--- config.mk ---
export PLATFORM = sky130hd
export DESIGN_NAME = quick_spi_arbiter
export DESIGN_NICKNAME = d
export VERILOG_FILES = /design/src/rtl/quick_spi_arbiter.sv
export SDC_FILE = /design/constraint.sdc
export NUM_CORES = 1
export LEC_CHECK = 0
export ABC_AREA = 1
export CORE_MARGIN = 2
export CORE_UTILIZATION = 32
export CTS_CLUSTER_DIAMETER = 40
export DETAILED_ROUTE_END_ITERATION = 7
export HOLD_SLACK_MARGIN = 0.05
export SYNTH_ARGS = -nofsm -noshare
export SYNTH_HDL_FRONTEND = slang
export SYNTH_SLANG_ARGS = --single-unit
--- constraint.sdc ---
create_clock -name clk -period 3.6 [get_ports clk]
set_clock_uncertainty 0.15 [all_clocks]
set_input_delay 0.72 -clock clk [delete_from_list [all_inputs] [get_ports clk]]
set_output_delay 0.72 -clock clk [all_outputs]
set_load 0.01 [all_outputs]
--- src/rtl/quick_spi_arbiter.sv ---
// rtl/quick_spi_arbiter.sv - round-robin arbiter sharing one quick_spi master between NUM_REQ requesters
// Optional watchdog: define QUICK_SPI_ARB_TIMEOUT_EN to abort a transaction whose end_of_transaction
// never arrives; the aborted transaction completes with error and a one-cycle spi_enable drop.
module quick_spi_arbiter #(
  parameter int NUM_REQ        = 4,
  parameter int OUT_WIDTH      = 16,
  parameter int IN_WIDTH       = 8,
  parameter int SLAVES         = 2,
  parameter int TIMEOUT_CYCLES = 4096
) (
  input  logic                          clk,
  input  logic                          reset_n,
  input  logic [NUM_REQ-1:0]            req,
  input  logic [NUM_REQ-1:0]            req_operation,
  input  logic [NUM_REQ*SLAVES-1:0]     req_slave,
  input  logic [NUM_REQ*OUT_WIDTH-1:0]  req_wdata,
  output logic [NUM_REQ-1:0]            grant,
  output logic [NUM_REQ-1:0]            done,
  output logic [IN_WIDTH-1:0]           rdata,
  output logic                          error,
  output logic                          spi_enable,
  output logic                          spi_start,
  output logic                          spi_operation,
  output logic [SLAVES-1:0]             spi_slave,
  output logic [OUT_WIDTH-1:0]          spi_outgoing_data,
  input  logic                          spi_eot,
  input  logic [IN_WIDTH-1:0]           spi_incoming_data
);

  localparam int PTR_W = (NUM_REQ > 1) ? $clog2(NUM_REQ) : 1;
  localparam int SUM_W = PTR_W + 1;
  localparam logic [PTR_W-1:0]   LAST_IDX = PTR_W'(NUM_REQ - 1);
  localparam logic [NUM_REQ-1:0] ONE_HOT0 = {{(NUM_REQ-1){1'b0}}, 1'b1};

  // Elaboration-time guard against unsupported configurations.
  if (NUM_REQ < 2 || NUM_REQ > 8 || TIMEOUT_CYCLES < 1) begin : g_param_check
    $error("quick_spi_arbiter: parameter out of range");
  end

  typedef enum logic [1:0] {S_IDLE, S_START, S_WAIT, S_DONE} state_t;

  state_t                state_q, state_d;
  logic [PTR_W-1:0]      ptr_q, ptr_d;
  logic [PTR_W-1:0]      owner_q, owner_d;
  logic [NUM_REQ-1:0]    grant_q, grant_d;
  logic [NUM_REQ-1:0]    done_q, done_d;
  logic [IN_WIDTH-1:0]   rdata_q, rdata_d;
  logic                  start_q, start_d;
  logic                  op_q, op_d;
  logic [SLAVES-1:0]     slave_q, slave_d;
  logic [OUT_WIDTH-1:0]  wdata_q, wdata_d;
  logic                  enable_q, enable_d;

  logic                  win_found;
  logic [PTR_W-1:0]      win_idx;
  logic [SUM_W-1:0]      arb_sum;

`ifdef QUICK_SPI_ARB_TIMEOUT_EN
  localparam int CNT_W = $clog2(TIMEOUT_CYCLES + 1);
  logic [CNT_W-1:0]      cnt_q, cnt_d;
  logic                  error_q, error_d;
`endif

  // Round-robin search: first requester at or after ptr, wrapping modulo NUM_REQ.
  always_comb begin
    win_found = 1'b0;
    win_idx   = '0;
    arb_sum   = '0;
    for (int i = 0; i < NUM_REQ; i++) begin
      arb_sum = {1'b0, ptr_q} + SUM_W'(i);
      if (arb_sum >= SUM_W'(NUM_REQ)) arb_sum = arb_sum - SUM_W'(NUM_REQ);
      if (!win_found && req[arb_sum[PTR_W-1:0]]) begin
        win_found = 1'b1;
        win_idx   = arb_sum[PTR_W-1:0];
      end
    end
  end

  // Transaction sequencer: next state and next values of every registered output.
  always_comb begin
    state_d  = state_q;
    ptr_d    = ptr_q;
    owner_d  = owner_q;
    grant_d  = grant_q;
    done_d   = '0;
    rdata_d  = rdata_q;
    start_d  = start_q;
    op_d     = op_q;
    slave_d  = slave_q;
    wdata_d  = wdata_q;
    enable_d = 1'b1;
`ifdef QUICK_SPI_ARB_TIMEOUT_EN
    cnt_d    = cnt_q;
    error_d  = 1'b0;
`endif
    case (state_q)
      S_IDLE: begin
        if (win_found) begin
          owner_d = win_idx;
          grant_d = ONE_HOT0 << win_idx;
          op_d    = req_operation[win_idx];
          slave_d = req_slave[win_idx*SLAVES +: SLAVES];
          wdata_d = req_wdata[win_idx*OUT_WIDTH +: OUT_WIDTH];
          state_d = S_START;
`ifdef QUICK_SPI_ARB_TIMEOUT_EN
          cnt_d   = '0;
`endif
        end
      end
      S_START: begin
        start_d = 1'b1;
        state_d = S_WAIT;
`ifdef QUICK_SPI_ARB_TIMEOUT_EN
        cnt_d   = cnt_q + 1'b1;
`endif
      end
      S_WAIT: begin
`ifdef QUICK_SPI_ARB_TIMEOUT_EN
        cnt_d = cnt_q + 1'b1;
`endif
        if (spi_eot) begin
          if (op_q) rdata_d = spi_incoming_data;
          start_d = 1'b0;
          done_d  = grant_q;
          state_d = S_DONE;
        end
`ifdef QUICK_SPI_ARB_TIMEOUT_EN
        else if (cnt_q == CNT_W'(TIMEOUT_CYCLES)) begin
          start_d  = 1'b0;
          done_d   = grant_q;
          error_d  = 1'b1;
          enable_d = 1'b0;
          state_d  = S_DONE;
        end
`endif
      end
      S_DONE: begin
        grant_d = '0;
        ptr_d   = (owner_q == LAST_IDX) ? '0 : owner_q + 1'b1;
        state_d = S_IDLE;
      end
      default: state_d = S_IDLE;
    endcase
  end

  // State and output registers, all cleared asynchronously.
  always_ff @(posedge clk or negedge reset_n) begin
    if (!reset_n) begin
      state_q  <= S_IDLE;
      ptr_q    <= '0;
      owner_q  <= '0;
      grant_q  <= '0;
      done_q   <= '0;
      rdata_q  <= '0;
      start_q  <= 1'b0;
      op_q     <= 1'b0;
      slave_q  <= '0;
      wdata_q  <= '0;
      enable_q <= 1'b0;
`ifdef QUICK_SPI_ARB_TIMEOUT_EN
      cnt_q    <= '0;
      error_q  <= 1'b0;
`endif
    end else begin
      state_q  <= state_d;
      ptr_q    <= ptr_d;
      owner_q  <= owner_d;
      grant_q  <= grant_d;
      done_q   <= done_d;
      rdata_q  <= rdata_d;
      start_q  <= start_d;
      op_q     <= op_d;
      slave_q  <= slave_d;
      wdata_q  <= wdata_d;
      enable_q <= enable_d;
`ifdef QUICK_SPI_ARB_TIMEOUT_EN
      cnt_q    <= cnt_d;
      error_q  <= error_d;
`endif
    end
  end

  assign grant             = grant_q;
  assign done              = done_q;
  assign rdata             = rdata_q;
  assign spi_enable        = enable_q;
  assign spi_start         = start_q;
  assign spi_operation     = op_q;
  assign spi_slave         = slave_q;
  assign spi_outgoing_data = wdata_q;
`ifdef QUICK_SPI_ARB_TIMEOUT_EN
  assign error             = error_q;
`else
  assign error             = 1'b0;
`endif

endmodule

---- After elaboration in Yosys (flattened, before gate mapping) ----
Index checks and enable logic that the tools add are counted.
cells by class
  $add $sub $neg .......................... 8
  $lt $le $gt $ge ......................... 9
  eq/ne operators ......................... 6
  shift operators ......................... 3
  multiplexer cells ....................... 32
  reductions and logical operators ........ 14
operator list
  cell                 count
  $shiftx 64x7->16     1
  $mux 2               11
  $lt 2x3->1 const B   5
  $mux 4               3
  $bmux 1 s2           5
  $mux 1               10
  $ge 3x3->1 const B   3
  $pmux 2 s4           1
  $pmux 4 s2           1
  $reduce_and 2->1     4
  $shiftx 8x4->2       1
  $sub 2x1->2 const B  4
  $add 2x2->3 const B  2
  $eq 2x2->1 const B   3
  $ne 2x2->1 const B   2
  $reduce_bool 2->1    2
  $shl 1x2->4 const A  1
  $add 2x1->3 const B  1
  $ge 2x3->1 const B   1
  $logic_and 1x1->1    3
  $logic_not 1->1      3
  $reduce_and 3->1     1
  $add 2x1->2 const B  1
  $eq 2x1->1 const B   1
  2 further kinds      2
word-level totals
  flip-flop bits (word level) ............. 43
  input port bits ......................... 91
  output and inout bits ................... 38
  logic and storage cells ................. 83

---- Logic depth before layout (Yosys ltp) ----
Gate-level depths: netlist of the first run.
  depth after elaboration ................. 17
  mapped depth ............................ 16
  depth with buffers taken out ............ 15

---- Worst setup path after synthesis of the first run ----
Ideal clock, no wire load.
  kind .................................... input-to-reg
  from .................................... in req[3]
  to ...................................... reg op_q (netlist: spi_operation)
  library setup time ...................... 0.116 ns
  data arrival time ....................... 1.789 ns
  required time ........................... 3.334 ns
  slack ................................... 1.544 ns
  stages on the path ...................... 14
  buffers on the path ..................... 2
  cell sequence ........................... inv_1 > nand2_1 > nand2_2 > nor2_2 > nor2_2 > nand3_4 > buf_6 > buf_6 > nand4_1 > nand2_1 > nand2_1 > nand2_1 > nand2_1 > nand2_1
between the ends
  longest elaborated chain between the ends .. 14
RTL lines
  what                          RTL line  source
  start, declared               13        input logic [NUM_REQ-1:0] req,
  $bmux 1 s2                    72        if (!win_found && req[arb_sum[PTR_W-1:0]]) begin
  $mux 1 (implied by the code)  72
  $mux 1                        72
  $logic_not 1->1               72
  $logic_and 1x1->1             72
  $mux 1                        72
  $logic_not 1->1               72
  $logic_and 1x1->1             72
  $mux 1                        72
  $logic_not 1->1               72
  $logic_and 1x1->1             72
  $mux 2                        72
  $bmux 1 s2                    101       op_d = req_operation[win_idx];
  $mux 1 (implied by the code)  101
  end signal, assigned          172       op_q <= op_d;
  end, declared                 49        logic op_q, op_d;
Parallel ways exist; a longest one is shown, timed or not. The select of a mux whose other input is x is not followed.
A chain may end at the register's enable or synchronous reset.

---- Final worst setup path of the first run ----
  from .................................... in req[3]
  to ...................................... reg wdata_q[13] (netlist: spi_outgoing_data[13])
between the ends
  longest elaborated chain between the ends .. 13
RTL lines
  what                                                  RTL line  source
  $bmux 1 s2                                            72
  $mux 1 (implied by the code)                          72
  $mux 1                                                72
  $logic_not 1->1                                       72
  $logic_and 1x1->1                                     72
  $mux 1                                                72
  $logic_not 1->1                                       72
  $logic_and 1x1->1                                     72
  $mux 1                                                72
  $logic_not 1->1                                       72
  $logic_and 1x1->1                                     72
  $mux 2 or $mux 1 (tied branches)                      72
  $shiftx 64x7->16 or $reduce_and 2->1 (tied branches)  n/a
  end signal, assigned                                  174       wdata_q <= wdata_d;
  end, declared                                         51        logic [OUT_WIDTH-1:0] wdata_q, wdata_d;
Parallel ways exist; a longest one is shown, timed or not. The select of a mux whose other input is x is not followed.

==> impl_metrics.prom, run 1 <==
# TYPE chip_impl_metric gauge
chip_impl_info{name="run_status",value="finished, final reports clean"} 1
chip_impl_metric{name="synth_cell_area",unit="mm²"} 0.002949
chip_impl_info{name="tritoncts",value="yes"} 1
chip_impl_metric{name="worstPathRequired",unit="ns"} 3.65
chip_impl_metric{name="grt_antenna_before_repair",unit=""} 0
chip_impl_metric{name="detailedPlacementHpwl",unit="µm"} 6074
chip_impl_info{name="combinational_family_with_the_most_area_after_synthesis",value="simple AND/OR/NAND/NOR gates"} 1
chip_impl_metric{name="reg2reg_slack",unit="ns"} 0.95
chip_impl_metric{name="yosys_warnings",unit=""} 0
chip_impl_metric{name="post_drt_wl_per_cell",unit="µm"} 12.75
chip_impl_metric{name="multi_input_comb_area",unit="mm²"} 0.001590
chip_impl_metric{name="totalNegativeSetupSlack",unit="ns"} 0
chip_impl_metric{name="cts-resized-gates",unit=""} 0
chip_impl_metric{name="tritoncts.num_buffers",unit=""} 5
chip_impl_metric{name="antenna_cell_count",unit=""} 0
chip_impl_metric{name="seq_area",unit="mm²"} 0.001076
chip_impl_info{name="critical_path.startpoint_type",value="primary input"} 1
chip_impl_metric{name="timing.critical_path.slowest_cell_delay",unit="ns"} 0.49
chip_impl_metric{name="number_of_enable_type_register_cells_in_the_synthesized_netlist",unit=""} 0
chip_impl_info{name="final_common_cell",value="nand2_1"} 1
chip_impl_metric{name="post_place_setup_slack",unit="ns"} 0.5959
chip_impl_metric{name="synthToLayoutAreaGrowth",unit="%"} 45.78
chip_impl_metric{name="detail_route.wirelength",unit="µm"} 8224
chip_impl_metric{name="core_region_area",unit="mm²"} 0.009109
chip_impl_info{name="synthFlopType",value="dfrtp_1"} 1
chip_impl_metric{name="globalRoute.totalOverflow",unit=""} 0
chip_impl_metric{name="number_of_buffers_between_clock_root_and_the_deepest_sink",unit=""} 2
chip_impl_metric{name="total_leakage_power",unit="nW"} 2.146
chip_impl_metric{name="grt_util_all_layers",unit="%"} 17.30
chip_impl_metric{name="critPathBufInv",unit=""} 2
chip_impl_metric{name="maximum_number_of_pins_on_one_net_before_global_route_repair",unit=""} 44
chip_impl_metric{name="cts_htree_levels",unit=""} 2
chip_impl_info{name="crit-reg2reg-capture",value="spi_outgoing_data[13]$_DFFE_PN0P_"} 1
chip_impl_metric{name="synth.avg_cell_area",unit="µm²"} 7.055
chip_impl_metric{name="ys_types",unit=""} 25
chip_impl_metric{name="crit_path_max_fanout",unit=""} 42
chip_impl_metric{name="firstDrtPassIters",unit=""} 4
chip_impl_metric{name="clkLatencyLatePin",unit="ns"} 0.30
chip_impl_metric{name="synthXorXnorAreaFrac",unit="%"} 0
chip_impl_metric{name="post_route_cells_drive_above_1_share",unit="%"} 9.925
chip_impl_info{name="hold_path.class",value="reg2reg"} 1
chip_impl_info{name="critical_path.slowest_cell",value="clkdlybuf4s50_1"} 1
chip_impl_info{name="crit_path_cell_chain",value="clkdlybuf4s50_1 -> inv_1 -> nand2_1 -> nand2_2 -> nand2_2 -> nand2_2 -> nand2_2 -> nand2_2 -> nand2_4 -> nand3_4 -> nand2_1 -> nand2_1 -> nand2_1 -> nand2_1 -> nand2_1 -> nand2_1"} 1
chip_impl_info{name="critical_path_class",value="in2reg"} 1
chip_impl_info{name="critical-path-top-cell-by-count",value="nand2_1"} 1
chip_impl_metric{name="hold_violations",unit=""} 0
chip_impl_metric{name="synth_fa_ha_area_share",unit="%"} 2.546
chip_impl_metric{name="die-area",unit="mm²"} 0.01000
chip_impl_info{name="timing.critical_path.to_type",value="flop"} 1
chip_impl_metric{name="finalWeightedCongestion",unit=""} 0.8294
chip_impl_info{name="min_from",value="spi_outgoing_data[9]$_DFFE_PN0P_"} 1
chip_impl_metric{name="timing.final.max_slew_violations",unit=""} 0
chip_impl_metric{name="basic_gate_share_of_the_synthesized_area_counting_and_or_nand_and_nor_cells",unit="%"} 45.23
chip_impl_metric{name="clock_pin_slew_of_the_registers_on_the_worst_case_setup_and_hold_paths",unit="ns"} 0.09
chip_impl_metric{name="max_slew_margin",unit="%"} 32.14
chip_impl_metric{name="initial_core_util",unit="%"} 32.38
chip_impl_info{name="worst_hold_path.endpoint",value="spi_outgoing_data[9]$_DFFE_PN0P_"} 1
chip_impl_metric{name="setup_viol_count_final",unit=""} 0
chip_impl_metric{name="final_core_utilization",unit="%"} 47.20
chip_impl_metric{name="minimum_period_implied_by_the_final_worst_setup_slack",unit="ns"} 2.687
chip_impl_metric{name="max_cap_viol_count",unit=""} 0
chip_impl_info{name="grt_setup_unrepaired",value="false"} 1
chip_impl_metric{name="sink_count_of_the_clock_tree",unit=""} 43
chip_impl_metric{name="synthMuxAreaShare",unit="%"} 3.055
chip_impl_metric{name="timing_worst_slew_pin_value",unit="ns"} 1.018
chip_impl_metric{name="grt_pass1_vias",unit=""} 2972
chip_impl_metric{name="fin_hold_ws",unit="ns"} 0.3346
chip_impl_metric{name="initialDrtViolationCount",unit=""} 141
chip_impl_metric{name="yosys_register_bits",unit=""} 43
chip_impl_metric{name="cell_rows",unit=""} 35
chip_impl_metric{name="min_delay_path_depth",unit=""} 2
chip_impl_metric{name="period_share",unit="%"} 74.64
chip_impl_metric{name="synth.yosys.seq_area_share",unit="%"} 36.49
chip_impl_metric{name="critical_path_arrival",unit="ns"} 2.74
chip_impl_metric{name="postSynthNetCount",unit=""} 515
chip_impl_info{name="layout.cells.most_common_list",value="221 x nand2_1, 126 x clkdlybuf4s50_1, 43 x dfrtp_1"} 1
chip_impl_metric{name="synth-compound-area-share",unit="%"} 2.843
chip_impl_metric{name="drt.antenna.violating_nets",unit=""} 0
chip_impl_info{name="clockRootBuffer",value="clkbuf_8"} 1
chip_impl_metric{name="ys_async_sr_fraction",unit="%"} 100.0
chip_impl_metric{name="width_of_the_die",unit="µm"} 100
chip_impl_metric{name="design_power_total",unit="W"} 0.003921
chip_impl_info{name="path_delay_family",value="simple AND/OR/NAND/NOR gates"} 1
chip_impl_metric{name="finalNetCount",unit=""} 630
chip_impl_metric{name="cts_hold_buf",unit=""} 0
chip_impl_info{name="r2r-start",value="ptr_q[0]$_DFFE_PN0P_"} 1
chip_impl_metric{name="syn-instance-count",unit=""} 418
chip_impl_metric{name="drt_drc_violations_left",unit=""} 0
chip_impl_info{name="netlist_top_cells_area",value="dfrtp_1 36%, nand2_1 28%, nand4_1 8.1%, buf_6 3.1%, mux2_2 3.1%"} 1
chip_impl_metric{name="grt_first_pass_wirelength",unit="µm"} 14060
chip_impl_metric{name="r2r_cells",unit=""} 15
chip_impl_metric{name="worst_slack",unit="ns"} 0.9129
chip_impl_info{name="synth_largest_area_cell",value="dfrtp_1"} 1
chip_impl_metric{name="avgViaCountPerCell",unit=""} 4.670
chip_impl_metric{name="cts_setup_buffers",unit=""} 0
chip_impl_metric{name="via_count",unit=""} 3012
chip_impl_metric{name="io_pins",unit=""} 129
chip_impl_metric{name="numPortBuffers",unit=""} 127
chip_impl_metric{name="synth_top_area_share",unit="%"} 36.49
chip_impl_metric{name="floorplan.die.height",unit="µm"} 100
chip_impl_metric{name="powerDensity",unit="mW/mm²"} 912.0
chip_impl_metric{name="vdd.ir_drop.worst",unit="mV"} 0.5966
chip_impl_metric{name="number_of_inserted_filler_cells_in_the_final_layout",unit=""} 957
chip_impl_metric{name="maxClockFrequency",unit="MHz"} 372.1
cell usage after synthesis, types with 6 or more instances:
cell	instances
nor2_1	7
buf_4	9
nand4_1	38
ha_1	6
buf_6	8
nand2_2	14
o21ai_0	8
nand2_1	221
mux2_2	8
dfrtp_1	43
buf_2	7
inv_1	19
power by group:
part	internal (W)	switching (W)	total, W
Clock	0.000139	0.000183	0.000322
Sequential	0.000696	0.000138	0.000834
Combinational	0.00110	0.00167	0.00277
per-stage QoR:
| stage | cells | area (µm²) |
|---|---|---|
| after floorplan | 418 | 2949 |
| after global placement | 637 | 4207 |
| after CTS | 645 | 4299 |
| final | 645 | 4299 |
| after detailed placement | 637 | 4207 |
| after global routing | 645 | 4299 |
kinds of logic after synthesis:
group / Yosys count
and+or+nand+nor: 296
buffers and inverters: 48
DFF: 43
AOI/OAI and AO/OA: 15
muxes: 8
adders and majority gates: 6
other: 2
worst reg2reg max path, stage by stage, from the launching register on:
cell and delay (ns):
dfrtp_1 0.67, inv_2 0.21, nand2_1 0.15, nand2_4 0.07, nand2_2 0.06, nand2_2 0.06, nand2_2 0.07, nand2_2 0.06
nand2_4 0.17, nand3_4 0.40, nand2_1 0.18, nand2_1 0.07, nand2_1 0.07, nand2_1 0.06, nand2_1 0.05, nand2_1 0.06
flip-flops by register name (all words and copies together), names as in the netlist, 2 cells and up:
| signal | count |
|---|---|
| done | 4 |
| grant | 4 |
| spi_slave | 2 |
| owner_q | 2 |
| ptr_q | 2 |
| state_q | 2 |
| spi_outgoing_data | 16 |
| rdata | 8 |
worst max-delay path by stage:
stage / cells past startpoint / start / end
global placement: 16 / req[1] / spi_outgoing_data[10]$_DFFE_PN0P_
CTS: 16 / req[1] / spi_operation$_DFFE_PN0P_
finish: 16 / req[3] / spi_outgoing_data[13]$_DFFE_PN0P_
floorplan: 14 / req[3] / spi_operation$_DFFE_PN0P_
global route: 15 / ptr_q[0]$_DFFE_PN0P_ / spi_outgoing_data[12]$_DFFE_PN0P_
detailed placement: 16 / req[3] / spi_slave[1]$_DFFE_PN0P_
routing by layer:
| layer | GRT usage, % | vias up | routed length [µm] |
|---|---|---|---|
| met1 | 20.85 | 1338 | 3389 |
| met5 | 0 | - | 0 |
| li1 | - | 1555 | - |
| met3 | 5.501 | 13 | 699 |
| met4 | 3.267 | 0 | 127 |
| met2 | 30.56 | 106 | 4008 |
layout make-up:
cell class | instances | area share (%)
repair buffers | 134 | 30.68
well taps | 111 | 3.230
flip-flops and latches | 43 | 25.03
clock inverters | 3 | 0.5530
inverters | 22 | 1.921
clock buffers | 5 | 1.601
multi-input cells | 327 | 36.99
No activity file was read; power rests on OpenSTA's default activity.
==> inputs of run 2 (changes only) <==
clock period = 2.7 ns   (was 3.6 ns; I/O delays follow)
==> run 2 against run 1 <==
Design area is 2.8% higher; setup slack got worse by 0.37 ns; combinational power rose by 45%; sequential power increased by 32%; count of clock-buffer cells in the layout unchanged; total power up 41%; wire length is 2.2% higher; largest cell class unchanged; largest power group unchanged; highest routed layer unchanged.
==> impl_metrics.prom, run 2 (synthesis results as in run 1) <==
# TYPE chip_impl_metric gauge
chip_impl_metric{name="number_of_inserted_filler_cells_in_the_final_layout",unit=""} 942
chip_impl_metric{name="min_delay_path_depth",unit=""} 2
chip_impl_info{name="critical_path.startpoint_type",value="primary input"} 1
chip_impl_metric{name="numPortBuffers",unit=""} 127
chip_impl_metric{name="initial_core_util",unit="%"} 32.38
chip_impl_metric{name="critical_path_arrival",unit="ns"} 2.24
chip_impl_metric{name="post_drt_wl_per_cell",unit="µm"} 12.85
chip_impl_metric{name="r2r_cells",unit=""} 14
chip_impl_metric{name="period_share",unit="%"} 79.89
chip_impl_metric{name="finalNetCount",unit=""} 639
chip_impl_metric{name="drt_drc_violations_left",unit=""} 0
chip_impl_metric{name="post_route_cells_drive_above_1_share",unit="%"} 11.23
chip_impl_info{name="critical_path.startpoint",value="req[2]"} 1
chip_impl_metric{name="clkLatencyLatePin",unit="ns"} 0.29
chip_impl_metric{name="width_of_the_die",unit="µm"} 100
chip_impl_metric{name="minimum_period_implied_by_the_final_worst_setup_slack",unit="ns"} 2.157
chip_impl_metric{name="drt.antenna.violating_nets",unit=""} 0
chip_impl_metric{name="max_cap_viol_count",unit=""} 0
chip_impl_info{name="clockRootBuffer",value="clkbuf_8"} 1
chip_impl_metric{name="cts_htree_levels",unit=""} 2
chip_impl_info{name="final_common_cell",value="nand2_1"} 1
chip_impl_metric{name="floorplan.die.height",unit="µm"} 100
chip_impl_metric{name="globalRoute.totalOverflow",unit=""} 0
chip_impl_metric{name="avgViaCountPerCell",unit=""} 4.665
chip_impl_info{name="r2r-start",value="ptr_q[0]$_DFFE_PN0P_"} 1
chip_impl_metric{name="tritoncts.num_buffers",unit=""} 5
chip_impl_metric{name="maxClockFrequency",unit="MHz"} 463.6
chip_impl_metric{name="timing.final.max_slew_violations",unit=""} 0
chip_impl_metric{name="timing.critical_path.slowest_cell_delay",unit="ns"} 0.48
chip_impl_info{name="timing.critical_path.to_type",value="flop"} 1
chip_impl_metric{name="dpl-instance-area",unit="mm²"} 0.004317
chip_impl_metric{name="crit_path_max_fanout",unit=""} 15
chip_impl_info{name="critical-path-top-cell-by-count",value="nand2_1"} 1
chip_impl_metric{name="sink_count_of_the_clock_tree",unit=""} 43
chip_impl_metric{name="initialDrtViolationCount",unit=""} 87
chip_impl_info{name="tritoncts",value="yes"} 1
chip_impl_metric{name="totalNegativeSetupSlack",unit="ns"} 0
chip_impl_info{name="grt_setup_unrepaired",value="false"} 1
chip_impl_metric{name="number_of_buffers_between_clock_root_and_the_deepest_sink",unit=""} 2
chip_impl_metric{name="final_core_utilization",unit="%"} 48.52
chip_impl_metric{name="die-area",unit="mm²"} 0.01000
chip_impl_metric{name="finalWeightedCongestion",unit=""} 0.8502
chip_impl_info{name="critical_path_class",value="in2reg"} 1
chip_impl_metric{name="antenna_cell_count",unit=""} 0
chip_impl_metric{name="worstPathRequired",unit="ns"} 2.79
chip_impl_metric{name="firstDrtPassIters",unit=""} 4
chip_impl_metric{name="largest_reg_flops",unit=""} 16
chip_impl_metric{name="grt_antenna_before_repair",unit=""} 0
chip_impl_metric{name="worst_slack",unit="ns"} 0.5428
chip_impl_info{name="critical_path.slowest_cell",value="clkdlybuf4s50_1"} 1
chip_impl_metric{name="via_count",unit=""} 3051
chip_impl_info{name="worst_hold_path.endpoint",value="spi_outgoing_data[8]$_DFFE_PN0P_"} 1
chip_impl_metric{name="synthToLayoutAreaGrowth",unit="%"} 49.85
chip_impl_metric{name="detailedPlacementHpwl",unit="µm"} 6337
chip_impl_info{name="layout.cells.most_common_list",value="221 x nand2_1, 126 x clkdlybuf4s50_1, 43 x dfrtp_1"} 1
chip_impl_metric{name="total_leakage_power",unit="nW"} 2.211
chip_impl_metric{name="core_region_area",unit="mm²"} 0.009109
chip_impl_info{name="crit-reg2reg-capture",value="spi_outgoing_data[13]$_DFFE_PN0P_"} 1
chip_impl_info{name="min_from",value="spi_outgoing_data[8]$_DFFE_PN0P_"} 1
chip_impl_metric{name="cts_setup_buffers",unit=""} 0
chip_impl_metric{name="area_of_all_placed_cells_without_fillers",unit="mm²"} 0.004419
chip_impl_info{name="hold_path.class",value="reg2reg"} 1
chip_impl_metric{name="cell_rows",unit=""} 35
chip_impl_metric{name="maximum_number_of_pins_on_one_net_before_global_route_repair",unit=""} 39
chip_impl_metric{name="detail_route.wirelength",unit="µm"} 8404
chip_impl_metric{name="grt_util_all_layers",unit="%"} 17.44
chip_impl_metric{name="design_power_total",unit="W"} 0.005547
chip_impl_metric{name="clock_pin_slew_of_the_registers_on_the_worst_case_setup_and_hold_paths",unit="ns"} 0.09
chip_impl_metric{name="reg2reg_slack",unit="ns"} 0.67
chip_impl_metric{name="grt_pass1_vias",unit=""} 3135
chip_impl_metric{name="powerDensity",unit="mW/mm²"} 1255
chip_impl_metric{name="grt_first_pass_wirelength",unit="µm"} 14230
chip_impl_info{name="run_status",value="finished, final reports clean"} 1
chip_impl_metric{name="post_place_setup_slack",unit="ns"} 0.2390
chip_impl_metric{name="hold_violations",unit=""} 0
chip_impl_metric{name="vdd.ir_drop.worst",unit="mV"} 0.4179
chip_impl_metric{name="io_pins",unit=""} 129
chip_impl_info{name="crit_path_cell_chain",value="clkdlybuf4s50_1 -> inv_1 -> nand2_1 -> nand2_2 -> nand2_2 -> nand2_2 -> nand2_2 -> nand3_2 -> nand3_4 -> buf_4 -> nand2_1 -> nand2_1 -> nand2_1 -> nand2_1 -> nand2_1 -> nand2_1"} 1
chip_impl_metric{name="setup_viol_count_final",unit=""} 0
## run 2: cell types whose count changed in the layout (fill, tap and decap cells not counted), sizes merged
cell         before  now
dlygate4sd3       0    1
buf               8   16
## run 2: critical path, delay by kind of cell
family,cells,cell delay (ns)
buf+inv,3,0.75
simple gates,13,0.95
## run 2: timing repair
item / in CTS / in global routing
hold buffers: 1 / 0
endpoints found under the hold margin: 12 / 0
resized for setup: 0 / 0
## run 2: area by class of cell
class	instances	area (µm²)	area share [%]
Clock buffer	5	68.82	1.557
Clock inverter	3	23.77	0.5379
Inverter	22	82.58	1.869
Multi-Input combinational cell	327	1590	35.99
Sequential cell	43	1076	24.35
Tap cell	111	138.9	3.143
Timing Repair Buffer	143	1439	32.56
## run 2: how the worst max path moves through the flow
stage	to	cells after the start	slack [ns]
after floorplan	spi_operation$_DFFE_PN0P_	14	0.82
after global placement	spi_slave[1]$_DFFE_PN0P_	15	0.26
after detailed placement	spi_outgoing_data[13]$_DFFE_PN0P_	16	0.24
after CTS	spi_outgoing_data[13]$_DFFE_PN0P_	16	0.54
after global routing	spi_outgoing_data[12]$_DFFE_PN0P_	16	0.35
final	spi_outgoing_data[13]$_DFFE_PN0P_	16	0.54
## run 2: power breakdown
group | total, W | internal (W) | switching, W
sequential | 0.00110 | 0.000929 | 0.000167
combinational | 0.00402 | 0.00170 | 0.00232
clock | 0.000429 | 0.000185 | 0.000243
total | 0.00555 | 0.00281 | 0.00274
## run 2: metal layers
layer / vias to the layer above / part of all wire [%] / GRT usage, %
met5: - / 0 / 0
met4: 0 / 0.68 / 3.688
met3: 4 / 6.0 / 4.526
met2: 70 / 50 / 32.07
met1: 1407 / 44 / 20.45
li1: 1570 / - / -
## run 2: through the flow
step	std cells	hold WS [ns]
after floorplan	418	0.09441
after global placement	645	0.3062
after detailed placement	645	0.3067
after CTS	654	0.3392
after global routing	654	0.3675
final	654	0.3353
==> inputs of run 3 (changes only) <==
clock period = 2.2 ns   (was 2.7 ns; I/O delays follow)
==> run 3 against run 2 <==
Total power rose by 41%; critical path depth fell by 2; core utilization rose by 3.2 points; design area rose by 6.6%; combinational power rose by 42%; critical path type is now reg2reg.
==> impl_metrics.prom, run 3 (synthesis results as in run 1) <==
# TYPE chip_impl_metric gauge
chip_impl_metric{name="post-place-cells",unit=""} 656
chip_impl_metric{name="final_core_utilization",unit="%"} 51.70
chip_impl_metric{name="drt_drc_violations_left",unit=""} 0
chip_impl_metric{name="maxClockFrequency",unit="MHz"} 473.6
chip_impl_metric{name="max_cap_viol_count",unit=""} 0
chip_impl_metric{name="grt_first_pass_wirelength",unit="µm"} 14230
chip_impl_metric{name="finalWeightedCongestion",unit=""} 0.8513
chip_impl_info{name="r2r-start",value="ptr_q[1]$_DFFE_PN0P_"} 1
chip_impl_metric{name="reg2reg_slack",unit="ns"} 0.09
chip_impl_metric{name="tritoncts.num_buffers",unit=""} 5
chip_impl_metric{name="clkLatencyLatePin",unit="ns"} 0.30
chip_impl_info{name="critical_path.slowest_cell",value="dfrtp_1"} 1
chip_impl_metric{name="number_of_buffers_between_clock_root_and_the_deepest_sink",unit=""} 2
chip_impl_metric{name="timing.final.max_slew_violations",unit=""} 0
chip_impl_metric{name="width_of_the_die",unit="µm"} 100
chip_impl_metric{name="largest_reg_flops",unit=""} 16
chip_impl_info{name="timing.critical_path.to_type",value="flop"} 1
chip_impl_metric{name="fin_hold_ws",unit="ns"} 0.3439
chip_impl_metric{name="initialDrtViolationCount",unit=""} 136
chip_impl_metric{name="grt_pass1_vias",unit=""} 3063
chip_impl_metric{name="clock_pin_slew_of_the_registers_on_the_worst_case_setup_and_hold_paths",unit="ns"} 0.09
chip_impl_metric{name="initial_core_util",unit="%"} 32.38
chip_impl_metric{name="synthToLayoutAreaGrowth",unit="%"} 59.69
chip_impl_metric{name="r2r_cells",unit=""} 14
chip_impl_metric{name="number_of_inserted_filler_cells_in_the_final_layout",unit=""} 899
chip_impl_info{name="run_status",value="finished, final reports clean"} 1
chip_impl_info{name="crit-reg2reg-capture",value="spi_outgoing_data[15]$_DFFE_PN0P_"} 1
chip_impl_metric{name="grt_antenna_before_repair",unit=""} 0
chip_impl_metric{name="cell_rows",unit=""} 35
chip_impl_metric{name="core_region_area",unit="mm²"} 0.009109
chip_impl_info{name="critical_path.startpoint_type",value="flop"} 1
chip_impl_metric{name="setup_viol_count_final",unit=""} 0
chip_impl_metric{name="post_route_cells_drive_above_1_share",unit="%"} 15.54
chip_impl_metric{name="minimum_period_implied_by_the_final_worst_setup_slack",unit="ns"} 2.112
chip_impl_metric{name="total_leakage_power",unit="nW"} 2.388
chip_impl_info{name="min_from",value="spi_outgoing_data[8]$_DFFE_PN0P_"} 1
chip_impl_info{name="hold_path.class",value="reg2reg"} 1
chip_impl_metric{name="post_drt_wl_per_cell",unit="µm"} 13.59
chip_impl_metric{name="maximum_number_of_pins_on_one_net_before_global_route_repair",unit=""} 25
chip_impl_info{name="critical_path_class",value="reg2reg"} 1
chip_impl_metric{name="finish.cell_count_without_fillers",unit=""} 671
chip_impl_metric{name="crit_path_max_fanout",unit=""} 24
chip_impl_info{name="layout.cells.most_common_list",value="219 x nand2_1, 122 x clkdlybuf4s50_1, 43 x dfrtp_1"} 1
chip_impl_metric{name="cts_htree_levels",unit=""} 2
chip_impl_metric{name="timing.critical_path.slowest_cell_delay",unit="ns"} 0.48
chip_impl_metric{name="hold_violations",unit=""} 0
chip_impl_metric{name="numPortBuffers",unit=""} 127
chip_impl_metric{name="vdd.ir_drop.worst",unit="mV"} 0.7093
chip_impl_info{name="final_common_cell",value="nand2_1"} 1
chip_impl_metric{name="finalNetCount",unit=""} 656
chip_impl_info{name="clockRootBuffer",value="clkbuf_8"} 1
chip_impl_metric{name="powerDensity",unit="mW/mm²"} 1658
chip_impl_metric{name="firstDrtPassIters",unit=""} 4
chip_impl_info{name="crit_path_cell_chain",value="inv_4 -> nand2_4 -> nand2_4 -> nor2_2 -> nor2_2 -> nand3_4 -> buf_4 -> buf_12 -> nand4_1 -> nand2_1 -> nand2_1 -> nand2_1 -> nand2_1 -> nand2_1"} 1
chip_impl_metric{name="io_pins",unit=""} 129
chip_impl_metric{name="antenna_cell_count",unit=""} 0
chip_impl_info{name="worst_hold_path.endpoint",value="spi_outgoing_data[8]$_DFFE_PN0P_"} 1
chip_impl_metric{name="worstPathRequired",unit="ns"} 2.24
chip_impl_metric{name="floorplan.die.height",unit="µm"} 100
chip_impl_metric{name="period_share",unit="%"} 95.98
chip_impl_metric{name="detailedPlacementHpwl",unit="µm"} 6660
chip_impl_metric{name="globalRoute.totalOverflow",unit=""} 0
chip_impl_info{name="critical-path-top-cell-by-count",value="nand2_1"} 1
chip_impl_metric{name="multi_input_comb_area",unit="mm²"} 0.001625
chip_impl_metric{name="detail_route.wirelength",unit="µm"} 9121
chip_impl_metric{name="avgViaCountPerCell",unit=""} 4.779
chip_impl_info{name="critical_path.startpoint",value="ptr_q[1]$_DFFE_PN0P_"} 1
chip_impl_metric{name="min_delay_path_depth",unit=""} 2
chip_impl_metric{name="via_count",unit=""} 3207
chip_impl_metric{name="drt.antenna.violating_nets",unit=""} 0
chip_impl_metric{name="critical_path_arrival",unit="ns"} 2.15
chip_impl_metric{name="die-area",unit="mm²"} 0.01000
chip_impl_info{name="tritoncts",value="yes"} 1
chip_impl_metric{name="sink_count_of_the_clock_tree",unit=""} 43
chip_impl_metric{name="grt_util_all_layers",unit="%"} 17.69
chip_impl_metric{name="seq_area",unit="mm²"} 0.001076
## run 3: worst max-delay path by stage
stage | to | cells past startpoint
finish | spi_outgoing_data[15]$_DFFE_PN0P_ | 14
floorplan | spi_operation$_DFFE_PN0P_ | 14
CTS | spi_slave[1]$_DFFE_PN0P_ | 16
detailed placement | spi_slave[1]$_DFFE_PN0P_ | 16
global route | spi_slave[0]$_DFFE_PN0P_ | 14
global placement | spi_outgoing_data[6]$_DFFE_PN0P_ | 16
## run 3: metrics by stage
| step | area [µm²] | setup WS, ns | total power (W) | setup TNS (ns) |
|---|---|---|---|---|
| 3_5_place_dp | 4412 | -0.2011 | 0.006560 | -3.671 |
| 2_1_floorplan | 2949 | 0.3457 | 0.004794 | 0 |
| 4_1_cts | 4558 | 0.1172 | 0.007338 | 0 |
| 5_1_grt | 4710 | -0.009700 | 0.008559 | -0.01490 |
| 6_report | 4710 | 0.08843 | 0.007809 | 0 |
| 3_3_place_gp | 4412 | -0.1651 | 0.006468 | -2.971 |
## run 3: repair_timing
item                                    in CTS  in global routing
endpoints found under the setup margin       0                  7
resized for setup                            0                 19
buffers inserted                             0                  4
hold buffers                                 1                  0
hold endpoints to repair                    16                  0
## run 3: metal layers
layer  track usage [%]  up-vias  wire (µm)
met5                 0        -          0
met4             4.320        0         93
met3             4.875       10        533
met2             31.08      103       4547
met1             21.52     1491       3946
li1                  -     1603          -
## run 3: area by class of cell
class	instances	area share [%]
clock buffer	5	1.461
timing repair buffer	160	34.94
multi-input combinational	327	34.51
tap	111	2.949
inverter	22	1.860
sequential	43	22.85
clock inverter	3	1.435
## run 3: critical path: cells and delay by family (launching register included)
kind / cells / cell delay [ns]
buf+inv: 3 / 0.46
flops: 1 / 0.48
simple gates: 11 / 0.91
## run 3: report_power, final
group	switching (W)	internal, W
clock	0.000292	0.000453
sequential	0.000213	0.00114
combinational	0.00311	0.00260
